`src/rtl/mem_port_arbiter.sv`:
```
// mem_port_arbiter: shares one req/gnt/rvalid memory port between fetch (owner 0) and data (owner 1)
//   clk_i, rst_i (async, active-high)
//   instr_*   : fetch requester (req/addr in, gnt/rvalid/rdata out)
//   data_*    : data requester (req/we/be/addr/wdata in, gnt/rvalid/rdata out)
//   mem_*     : shared memory port (req/we/be/addr/wdata out, gnt/rvalid/rdata in)
//   err_o     : sticky, set by an rvalid arriving with nothing outstanding
module mem_port_arbiter #(
  parameter int MAX_OUTSTANDING = 2,
  parameter bit ARB_MODE = 1'b0
) (
  input  logic        clk_i,
  input  logic        rst_i,
  input  logic        instr_req_i,
  input  logic [31:0] instr_addr_i,
  output logic        instr_gnt_o,
  output logic        instr_rvalid_o,
  output logic [31:0] instr_rdata_o,
  input  logic        data_req_i,
  input  logic        data_we_i,
  input  logic [3:0]  data_be_i,
  input  logic [31:0] data_addr_i,
  input  logic [31:0] data_wdata_i,
  output logic        data_gnt_o,
  output logic        data_rvalid_o,
  output logic [31:0] data_rdata_o,
  output logic        mem_req_o,
  output logic        mem_we_o,
  output logic [3:0]  mem_be_o,
  output logic [31:0] mem_addr_o,
  output logic [31:0] mem_wdata_o,
  input  logic        mem_gnt_i,
  input  logic        mem_rvalid_i,
  input  logic [31:0] mem_rdata_i,
  output logic        err_o
);
  localparam int AW = MAX_OUTSTANDING > 1 ? $clog2(MAX_OUTSTANDING) : 1;
  localparam int CW = $clog2(MAX_OUTSTANDING + 1);
  typedef enum logic {IDLE, LOCKED} state_t;
  state_t r_state, w_state_nxt;
  logic r_locked_sel, r_rr_last, r_err;
  logic [MAX_OUTSTANDING-1:0] r_own;
  logic [AW-1:0] r_wr, r_rd;
  logic [CW-1:0] r_cnt;
  logic w_sel, w_req, w_gnt, w_pop, w_head;
  function automatic logic [AW-1:0] ptr_inc(input logic [AW-1:0] p);
    return (p == AW'(MAX_OUTSTANDING - 1)) ? '0 : p + 1'b1;
  endfunction
  // an ungranted request freezes the selection so the memory sees a stable request
  assign w_sel = (r_state == LOCKED) ? r_locked_sel :
                 (instr_req_i & data_req_i) ? (ARB_MODE ? 1'b1 : ~r_rr_last) : data_req_i;
  assign w_req = ~rst_i & (instr_req_i | data_req_i) & (r_cnt < CW'(MAX_OUTSTANDING));
  assign w_gnt = w_req & mem_gnt_i;
  assign w_pop = mem_rvalid_i & (r_cnt != '0);
  assign w_head = r_own[r_rd];
  assign mem_req_o = w_req;
  assign mem_we_o = w_sel & data_we_i;
  assign mem_be_o = w_sel ? data_be_i : 4'hF;
  assign mem_addr_o = w_sel ? data_addr_i : instr_addr_i;
  assign mem_wdata_o = w_sel ? data_wdata_i : 32'h0;
  assign instr_gnt_o = w_gnt & ~w_sel;
  assign data_gnt_o = w_gnt & w_sel;
  assign instr_rvalid_o = w_pop & ~w_head;
  assign data_rvalid_o = w_pop & w_head;
  assign instr_rdata_o = mem_rdata_i;
  assign data_rdata_o = mem_rdata_i;
  assign err_o = r_err;
  always_comb begin
    w_state_nxt = (r_state == IDLE) ? ((w_req & ~mem_gnt_i) ? LOCKED : IDLE) : (mem_gnt_i ? IDLE : LOCKED);
  end
  always_ff @(posedge clk_i or posedge rst_i) begin
    if (rst_i) begin
      r_state <= IDLE;
      r_locked_sel <= 1'b0;
      r_rr_last <= 1'b1;
      r_err <= 1'b0;
      r_own <= '0;
      r_wr <= '0;
      r_rd <= '0;
      r_cnt <= '0;
    end else begin
      r_state <= w_state_nxt;
      if (r_state == IDLE) r_locked_sel <= w_sel;
      if (w_gnt) begin
        r_own[r_wr] <= w_sel;
        r_wr <= ptr_inc(r_wr);
        r_rr_last <= w_sel;
      end
      if (w_pop) r_rd <= ptr_inc(r_rd);
      r_cnt <= r_cnt + CW'(w_gnt) - CW'(w_pop);
      if (mem_rvalid_i && r_cnt == '0) r_err <= 1'b1;
    end
  end
endmodule

```
`config.mk`:
```
export PLATFORM = sky130hd
export DESIGN_NAME = mem_port_arbiter
export DESIGN_NICKNAME = d
export VERILOG_FILES = /design/src/rtl/mem_port_arbiter.sv
export SDC_FILE = /design/constraint.sdc
export NUM_CORES = 1
export LEC_CHECK = 0
export ABC_AREA = 1
export CAP_MARGIN = 25
export CORE_AREA = 2 2 109 111
export CTS_CLUSTER_SIZE = 25
export DETAILED_ROUTE_END_ITERATION = 7
export DIE_AREA = 0 0 111 113
export PLACE_DENSITY = 0.62
export SYNTH_ARGS = -nofsm -noshare
export SYNTH_HDL_FRONTEND = slang
export SYNTH_SLANG_ARGS = --single-unit
```
`constraint.sdc`:
```
create_clock -name clk_i -period 1.8 [get_ports clk_i]
set_input_delay 0.36 -clock clk_i [delete_from_list [all_inputs] [get_ports clk_i]]
set_output_delay 0.36 -clock clk_i [all_outputs]
set_load 0.005 [all_outputs]
```
# Yosys cells after proc, flatten, opt, wreduce, memory -nomap -nowiden
# Index checks and enable logic that the tools add are counted.
[classes]
addsub = 4
magnitude_cmp = 4
mux = 15
bitwise = 17
n_reduce_logical = 4
[ops]
columns = ["operator", "n"]
rows = [
  ["$mux 32", 2],
  ["$and 1x1->1", 11],
  ["$mux 1", 10],
  ["$not 1->1", 5],
  ["$lt 1x2->1 const B", 2],
  ["$mux 4", 1],
  ["$add 1x1->1 const B", 2],
  ["$add 2x1->2", 1],
  ["$bwmux 2", 1],
  ["$logic_and 1x1->1", 2],
  ["$logic_not 2->1", 1],
  ["$lt 2x2->1 const B", 1],
  ["$reduce_bool 2->1", 1],
  ["$sub 2x1->2", 1],
  ["$demux 1 s1", 1],
  ["$ge 1x1->1 const B", 1],
  ["$or 1x1->1", 1],
]
[word_totals]
register_bits = 10
output_inout_bits = 139

# Logic depth before layout (Yosys ltp)
# Gate-level depths: netlist of the first run.
[depth]
depth_word = 6
ltp_mapped = 11

# Least setup slack after synthesis of the first run
# Ideal clock, no wire load.
[synth_path]
kind = "flip-flop to flip-flop"
start = "register r_cnt[1]"
end = "register r_cnt[1]"
t_arrival_ps = 1342
required_ps = 1684
slack_ps = 341
stages_incl_launch_ff = 10
path_buffers = 0
period_less_slack_ps = 1459
path_cell_list = "dfrtp_1 nor2_4 nand3_2 nand2_1 nand2_1 ha_1 xnor2_1 inv_1 nand2_1 nand2_1"
[synth_via]
elab_chain_cells = 5
word_cells_on_any_way = 7
classes_between = "2 x add/sub; 1 x order compare; 3 x bitwise; 1 x reduce/logical"
[synth_rtl]
columns = ["item", "line", "rtl"]
rows = [
  ["start: declaration", "43", "logic [CW-1:0] r_cnt;"],
  ["start signal: assignment", "89", "r_cnt <= r_cnt + CW'(w_gnt) - CW'(w_pop);"],
  ["$lt 2x2->1", "51", "assign w_req = ~rst_i & (instr_req_i | data_req_i) & (r_cnt < CW'(MAX_OUTSTANDING));"],
  ["$and 1x1->1", "51", ""],
  ["$and 1x1->1", "52", "assign w_gnt = w_req & mem_gnt_i;"],
  ["$add 2x1->2", "89", ""],
  ["$sub 2x1->2 (*)", "89", ""],
]
# Mark *: on every way between the ends. The rest lies on a longest branch, timed or not.
# A chain may end at the register's enable or synchronous reset.

# Worst setup path after layout of the first run
[layout_path]
start = "register r_state"
end = "output port mem_wdata_o[30]"
[layout_via]
elab_chain_cells = 2
[layout_rtl]
columns = ["item", "line", "rtl"]
rows = [
  ["start: declaration", "39", "state_t r_state, w_state_nxt;"],
  ["start signal: assignment", "81", "r_state <= w_state_nxt;"],
  ["$mux 1", "49", "assign w_sel = (r_state == LOCKED) ? r_locked_sel :"],
  ["$mux 32", "59", "assign mem_wdata_o = w_sel ? data_wdata_i : 32'h0;"],
  ["end: declaration", "30", "output logic [31:0] mem_wdata_o,"],
]
# No other way between the ends.

==> impl_metrics.csv, run 1 <==
group,metric,value,unit
status,outcome,"complete, but fails checks",
status,violations,"negative setup slack",
worst_setup_path,crit_type,"reg2out",
routing,firstDrtPassIters,3,
placed_design,dp_slack,-611,ps
clock_network,root_buffer,"clkbuf_16",
final_layout,fin_nets,631,
sta,slew_headroom,0.743,
floorplanning,dieArea,12500,sq um
sta,tightest_slew,386,ps
worst_setup_path,required,1440,ps
final_layout,fillers,1150,
worst_setup_path,cp_slowest_stage_delay,380,ps
yosys,yosys_warnings,0,
sta,fin_skew,6.17,ps
placed_design,io_buffers,181,
routing,drc,0,
worst_setup_path,crit_path_top_delay_cell,"dfrtp_1",
global_routing,overflow,0,
power,clkPwrFrac,0.106,
routing,routed_wl,8730,um
sta,max_freq,0.495,GHz
final_layout,antenna_cells,0,
global_routing,grt_max_degree,11,
sta,holdWs,281,ps
sta,setup_viol,70,
yosys,netlist_area,1790,sq um
worst_setup_path,arrival,1660,ps
yosys,syn_nets,444,
power,combinationalPowerShare,0.793,
yosys,syn_avg_cell_area,5.90,sq um
floorplanning,die_y,113,um
worst_setup_path,critPathLaunchType,"flop",
clock_network,htree_num_levels,1,
placed_design,routabilityCongestion,0.811,
yosys,postSynthCellCount,304,
global_routing,grt_pass1_wl,13200,um
worst_setup_path,cp_max_fo,6,
clock_network,clkLatencyLatePin,240,ps
routing,drtIter0Drc,48,
clock_network,cts_tree,"built",
power,finalPower,3.80,mW
floorplanning,fp-row-count,39,
routing,via_per_inst,3.87,
power,power.internal,2.39,mW
routing,detail-route-antenna-nets,0,
routing,vias,2452,
hold_path,holdCritPathClass,"in2async",
sta,timing.final.ws_setup,-221,ps
worst_setup_path,critPathBufInv,7,
yosys,ys_seq_area_frac,0.140,
sta,drv_slew,0,
final_layout,layout-drive-gt1-share,0.463,
power,switching_share,0.370,
floorplanning,coreArea,11300,sq um
worst_setup_path,crit_chain,"inv_2 -> nand3_4 -> nand2_4 -> clkinv_8 -> buf_12 -> buf_16 -> buf_6 -> buf_12 -> nor2_4 -> buf_2",
power,power.share.sequential,0.101,
placed_design,dpl.hpwl,5360,um
final_layout,area_delta_synth_final,136,%
sta,hold_viol,0,
power,powerDensity,897,nW/um^2
clock_network,clock_path_buffers,2,
worst_setup_path,endpoint_kind,"output port",
global_routing,antenna_found_initial,0,
yosys,ys_types,25,
sta,rsz0062_at_grt,"true",
power,p_leak,2.24,nW
sta,fin_crit,2020,ps
global_routing,first_global_vias,2619,
clock_network,clock-sinks,10,
power,peakVddDrop,370,uV
sta,finalCritPeriodShare,1.12,
power,p_switching,1.41,mW
clock_network,cts-buffers-inserted,3,
clock_network,postCtsHoldBufs,0,
worst_setup_path,path_common_cell,"buf_12",
global_routing,globalRouteTotalUtil,0.133,
floorplanning,die_x,111,um
worst_setup_path,crit_family,"buffers and inverters",
floorplanning,ios,278,
clock_network,clk_pin_slew,40,ps
routing,wl_per_cell,13.8,um
yosys,ys_seq_elements,10,
floorplanning,initial_core_util,0.159,
job,drv_cap,0,
-- state kept, by name (all words and copies together), names as in the netlist --
signal and cells:
r_cnt 2, r_locked_sel 1, r_rr_last 1, r_wr 1
r_own 2, r_rd 1, r_state 1, err_o 1
-- repair_timing --
item | 4_1_cts | 5_1_grt
setup buffers | 51 | 9
endpoints found under the hold margin | 0 | 0
pin swaps | 6 | 15
setup endpoints to repair | 75 | 74
cloned | 10 | 0
resized for setup | 366 | 59
-- cell usage after synthesis (all sizes together) --
| master | number | share of area |
|---|---|---|
| nand2 | 117 | 0.25 |
| buf | 75 | 0.32 |
| inv | 45 | 0.094 |
| nor2 | 39 | 0.13 |
| dfrtp | 9 | 0.13 |
| or2 | 5 | 0.017 |
| nand3 | 3 | 0.014 |
| nand4 | 2 | 0.0070 |
| o21ai | 2 | 0.0077 |
| a21o | 1 | 0.0042 |
| a21oi | 1 | 0.0028 |
| and2 | 1 | 0.0035 |
| dfstp | 1 | 0.015 |
| ha | 1 | 0.0070 |
| xnor2 | 1 | 0.0049 |
| xor2 | 1 | 0.0049 |
-- per-stage QoR --
step | std cells | cell area (sq um) | setup TNS, ps | utilization
6_report | 633 | 4230 | -10130 | 0.376
5_1_grt | 633 | 4230 | -14870 | 0.376
4_1_cts | 631 | 4150 | -13070 | 0.368
3_5_place_dp | 567 | 3360 | -38640 | 0.298
3_3_place_gp | 567 | 3360 | -36690 | 0.298
2_1_floorplan | 304 | 1790 | 0 | -
-- metal layers --
metal	track usage	vias up	part of all wire
met5	0	-	0
met4	0.0600	0	0.036
met3	0.0482	32	0.11
met2	0.238	167	0.49
met1	0.141	1065	0.36
li1	-	1188	-
-- layout by cell type (no fill, tap or decap), types with 2 or more instances in the layout --
cell type          n
buf_8              6
clkdlybuf4s50_1  102
buf_2             60
clkbuf_2           5
nand2_4           10
nor2_4            17
dfrtp_1            9
clkbuf_16          3
nor2_1            13
buf_16             6
nand2_2           30
nand2_1           77
nand3_4            2
or2_1              4
nand4_1            2
buf_4             26
nor2_2             9
buf_12            14
buf_6             30
dlygate4sd2_1      6
inv_1             42
inv_2              2
-- cell type report --
type	instances	area (sq um)	share of cell area
timing repair buffer	257	2490	0.588
clock buffer	4	78.8	0.0186
tap	143	179	0.0423
sequential	10	251	0.0594
inverter	45	181	0.0428
multi-input combinational	174	1050	0.249
-- power groups by stage --
stage / Combinational, mW / Clock (mW) / Sequential (mW)
global route: 3.26 / 0.422 / 0.391
CTS: 2.98 / 0.406 / 0.385
global placement: 1.86 / 0 / 0.379
floorplan: 0.904 / 0 / 0.377
finish: 3.01 / 0.402 / 0.383
detailed placement: 1.89 / 0 / 0.382
-- cells by family (layout without fill, tap and decap cells) --
group,after synthesis,after routing,share of synthesized area
AND/OR/NAND/NOR,167,167,0.416
buffers and inverters,120,306,0.412
flip-flops,10,10,0.140
AO/OA/AOI/OAI,4,4,0.0147
XOR/XNOR,2,2,0.00977
adder cells (fa/ha/maj),1,1,0.00698
-- worst paths after layout --
check,depth (start not counted),slack (ps),startpoint,to
worst min register to register,1,450,err_o,err_o
worst max register to register,13,-10,r_state,r_rr_last
worst min-delay path,2,280,rst_i,r_cnt[1]
max in group asynchronous,2,1200,rst_i,r_rr_last
min in group clk_i,1,450,err_o,err_o
worst max-delay path,10,-220,r_state,mem_wdata_o[30]
Note: power is estimated with default switching activity, not from simulation.
==> run 2, diff against run 1 <==
- PLACE_DENSITY: 0.62 -> 0.65
==> impl_metrics.csv, run 2 (synthesis results as in run 1) <==
group,metric,value,unit
status,outcome,"complete, but fails checks",
status,violations,"negative setup slack",
worst_setup_path,r2r_cells,11,
sta,setup_viol,69,
placed_design,numPlacedInstances,570,
global_routing,antenna_found_initial,0,
worst_setup_path,crit_type,"reg2out",
sta,fin_crit,2000,ps
placed_design,postPlaceCellArea,3380,sq um
routing,drc,0,
final_layout,instances_no_fill,608,
final_layout,fin_util,0.342,
clock_network,clock-sinks,10,
sta,fin_skew,0.847,ps
clock_network,postCtsHoldBufs,0,
clock_network,cts_tree,"built",
global_routing,globalRouteTotalUtil,0.113,
power,peakVddDrop,377,uV
power,combinationalPowerShare,0.757,
sta,timing.final.ws_setup,-204,ps
routing,detail-route-antenna-nets,0,
final_layout,area_delta_synth_final,115,%
global_routing,first_global_vias,2289,
routing,drtIter0Drc,59,
sta,hold_viol,0,
job,drv_cap,0,
sta,tightest_slew,388,ps
worst_setup_path,required,1440,ps
sta,finalCritPeriodShare,1.11,
placed_design,routabilityCongestion,0.762,
worst_setup_path,endpoint_kind,"output port",
global_routing,grt_pass1_wl,11300,um
power,clkPwrFrac,0.128,
placed_design,io_buffers,181,
floorplanning,die_x,111,um
worst_setup_path,arrival,1640,ps
hold_path,holdCritPathClass,"in2async",
floorplanning,initial_core_util,0.159,
floorplanning,fp-row-count,39,
final_layout,layout-drive-gt1-share,0.387,
floorplanning,die_y,113,um
worst_setup_path,cp_max_fo,6,
sta,max_freq,0.499,GHz
floorplanning,dieArea,12500,sq um
power,p_switching,1.26,mW
routing,routed_wl,7980,um
floorplanning,ios,278,
clock_network,clk_pin_slew,40,ps
clock_network,htree_num_levels,1,
power,power.internal,2.15,mW
routing,via_per_inst,3.81,
clock_network,root_buffer,"clkbuf_16",
routing,vias,2314,
placed_design,dp_slack,-634,ps
final_layout,largestRegisters,"r_cnt (2), r_own (2)",
clock_network,clkLatencyLatePin,240,ps
global_routing,grt_max_degree,13,
power,p_leak,2.07,nW
power,powerDensity,883,nW/um^2
final_layout,fin_area,3860,sq um
power,power.share.sequential,0.114,
sta,drv_slew,0,
global_routing,overflow,0,
power,switching_share,0.369,
final_layout,layout_common_cells,"clkdlybuf4s50_1, nand2_1, buf_2, inv_1, clkbuf_2",
final_layout,antenna_cells,0,
clock_network,clock_path_buffers,2,
sta,rsz0062_at_grt,"true",
worst_setup_path,critPathLaunchType,"flop",
final_layout,fin_nets,606,
sta,slew_headroom,0.741,
clock_network,cts-buffers-inserted,3,
placed_design,dpl.hpwl,5350,um
floorplanning,coreArea,11300,sq um
final_layout,final_common_cell,"clkdlybuf4s50_1",
sta,fin_setup_tns,-8860,ps
routing,wl_per_cell,13.1,um
routing,firstDrtPassIters,4,
==> run 2: cell types whose count changed in the layout (fill, tap and decap cells not counted), sizes merged <==
cell	change
buf	-47
clkbuf	+22
clkdlybuf4s15	-1
clkinv	-1
dlygate4sd2	+1
inv	+1
==> run 2: final cells by class <==
type                       count  area (sq um)
clock buffer                   4          88.8
fill                        1204          7410
inverter                      45           176
multi-input combinational    174           951
sequential                    10           251
tap                          143           179
timing repair buffer         232          2210
==> run 2: worst paths after layout <==
path | slack (ps) | endpoint | from
max in group asynchronous | 1190 | r_rr_last | rst_i
min reg2reg | 450 | err_o | err_o
max | -200 | mem_addr_o[28] | r_rr_last
min in group clk_i | 430 | err_o | mem_rvalid_i
max reg2reg | 130 | r_cnt[1] | r_cnt[1]
min | 300 | r_state | rst_i
==> run 2: through the flow <==
stage / hold slack [ps] / total power [mW]
3_3_place_gp: 439 / 2.26
4_1_cts: 308 / 3.42
6_report: 304 / 3.41
5_1_grt: 338 / 3.65
3_5_place_dp: 447 / 2.30
2_1_floorplan: 199 / 1.28
==> run 2: power groups by stage <==
| stage | combinational (mW) | clock, mW | sequential [mW] |
|---|---|---|---|
| 5_1_grt | 2.79 | 0.463 | 0.399 |
| 4_1_cts | 2.59 | 0.445 | 0.381 |
| 6_report | 2.58 | 0.437 | 0.390 |
| 2_1_floorplan | 0.904 | 0 | 0.377 |
| 3_5_place_dp | 1.92 | 0 | 0.380 |
| 3_3_place_gp | 1.89 | 0 | 0.378 |
==> run 2: routing by layer <==
layer  vias up  global-route usage  wire length, um
met5         -                   0                0
met4         0              0.0392              234
li1       1136                   -                -
met1       994               0.118             2920
met2       158               0.215             4080
met3        26              0.0354              751
==> run 2: repair_timing <==
action / 4_1_cts / 5_1_grt
pin swaps: 11 / 9
gates resized for setup: 285 / 63
buffers inserted: 24 / 5
setup endpoints to repair: 75 / 73
gates cloned: 8 / 3
==> run 2: critical path, cell delays in order, from the launching register on <==
cell and delay (ps):
dfstp_2 530, nand2_2 50, nand3_2 70, nand2_4 100, inv_8 90, buf_4 120, buf_12 100, buf_16 100
nand2_1 50, nand2_2 70, buf_2 110
==> run 3, diff against run 2 <==
- GPL_ROUTABILITY_DRIVEN: unset -> 0
==> results of run 3 <==
The final DEF is identical to that of run 2; final timing and power are the same.
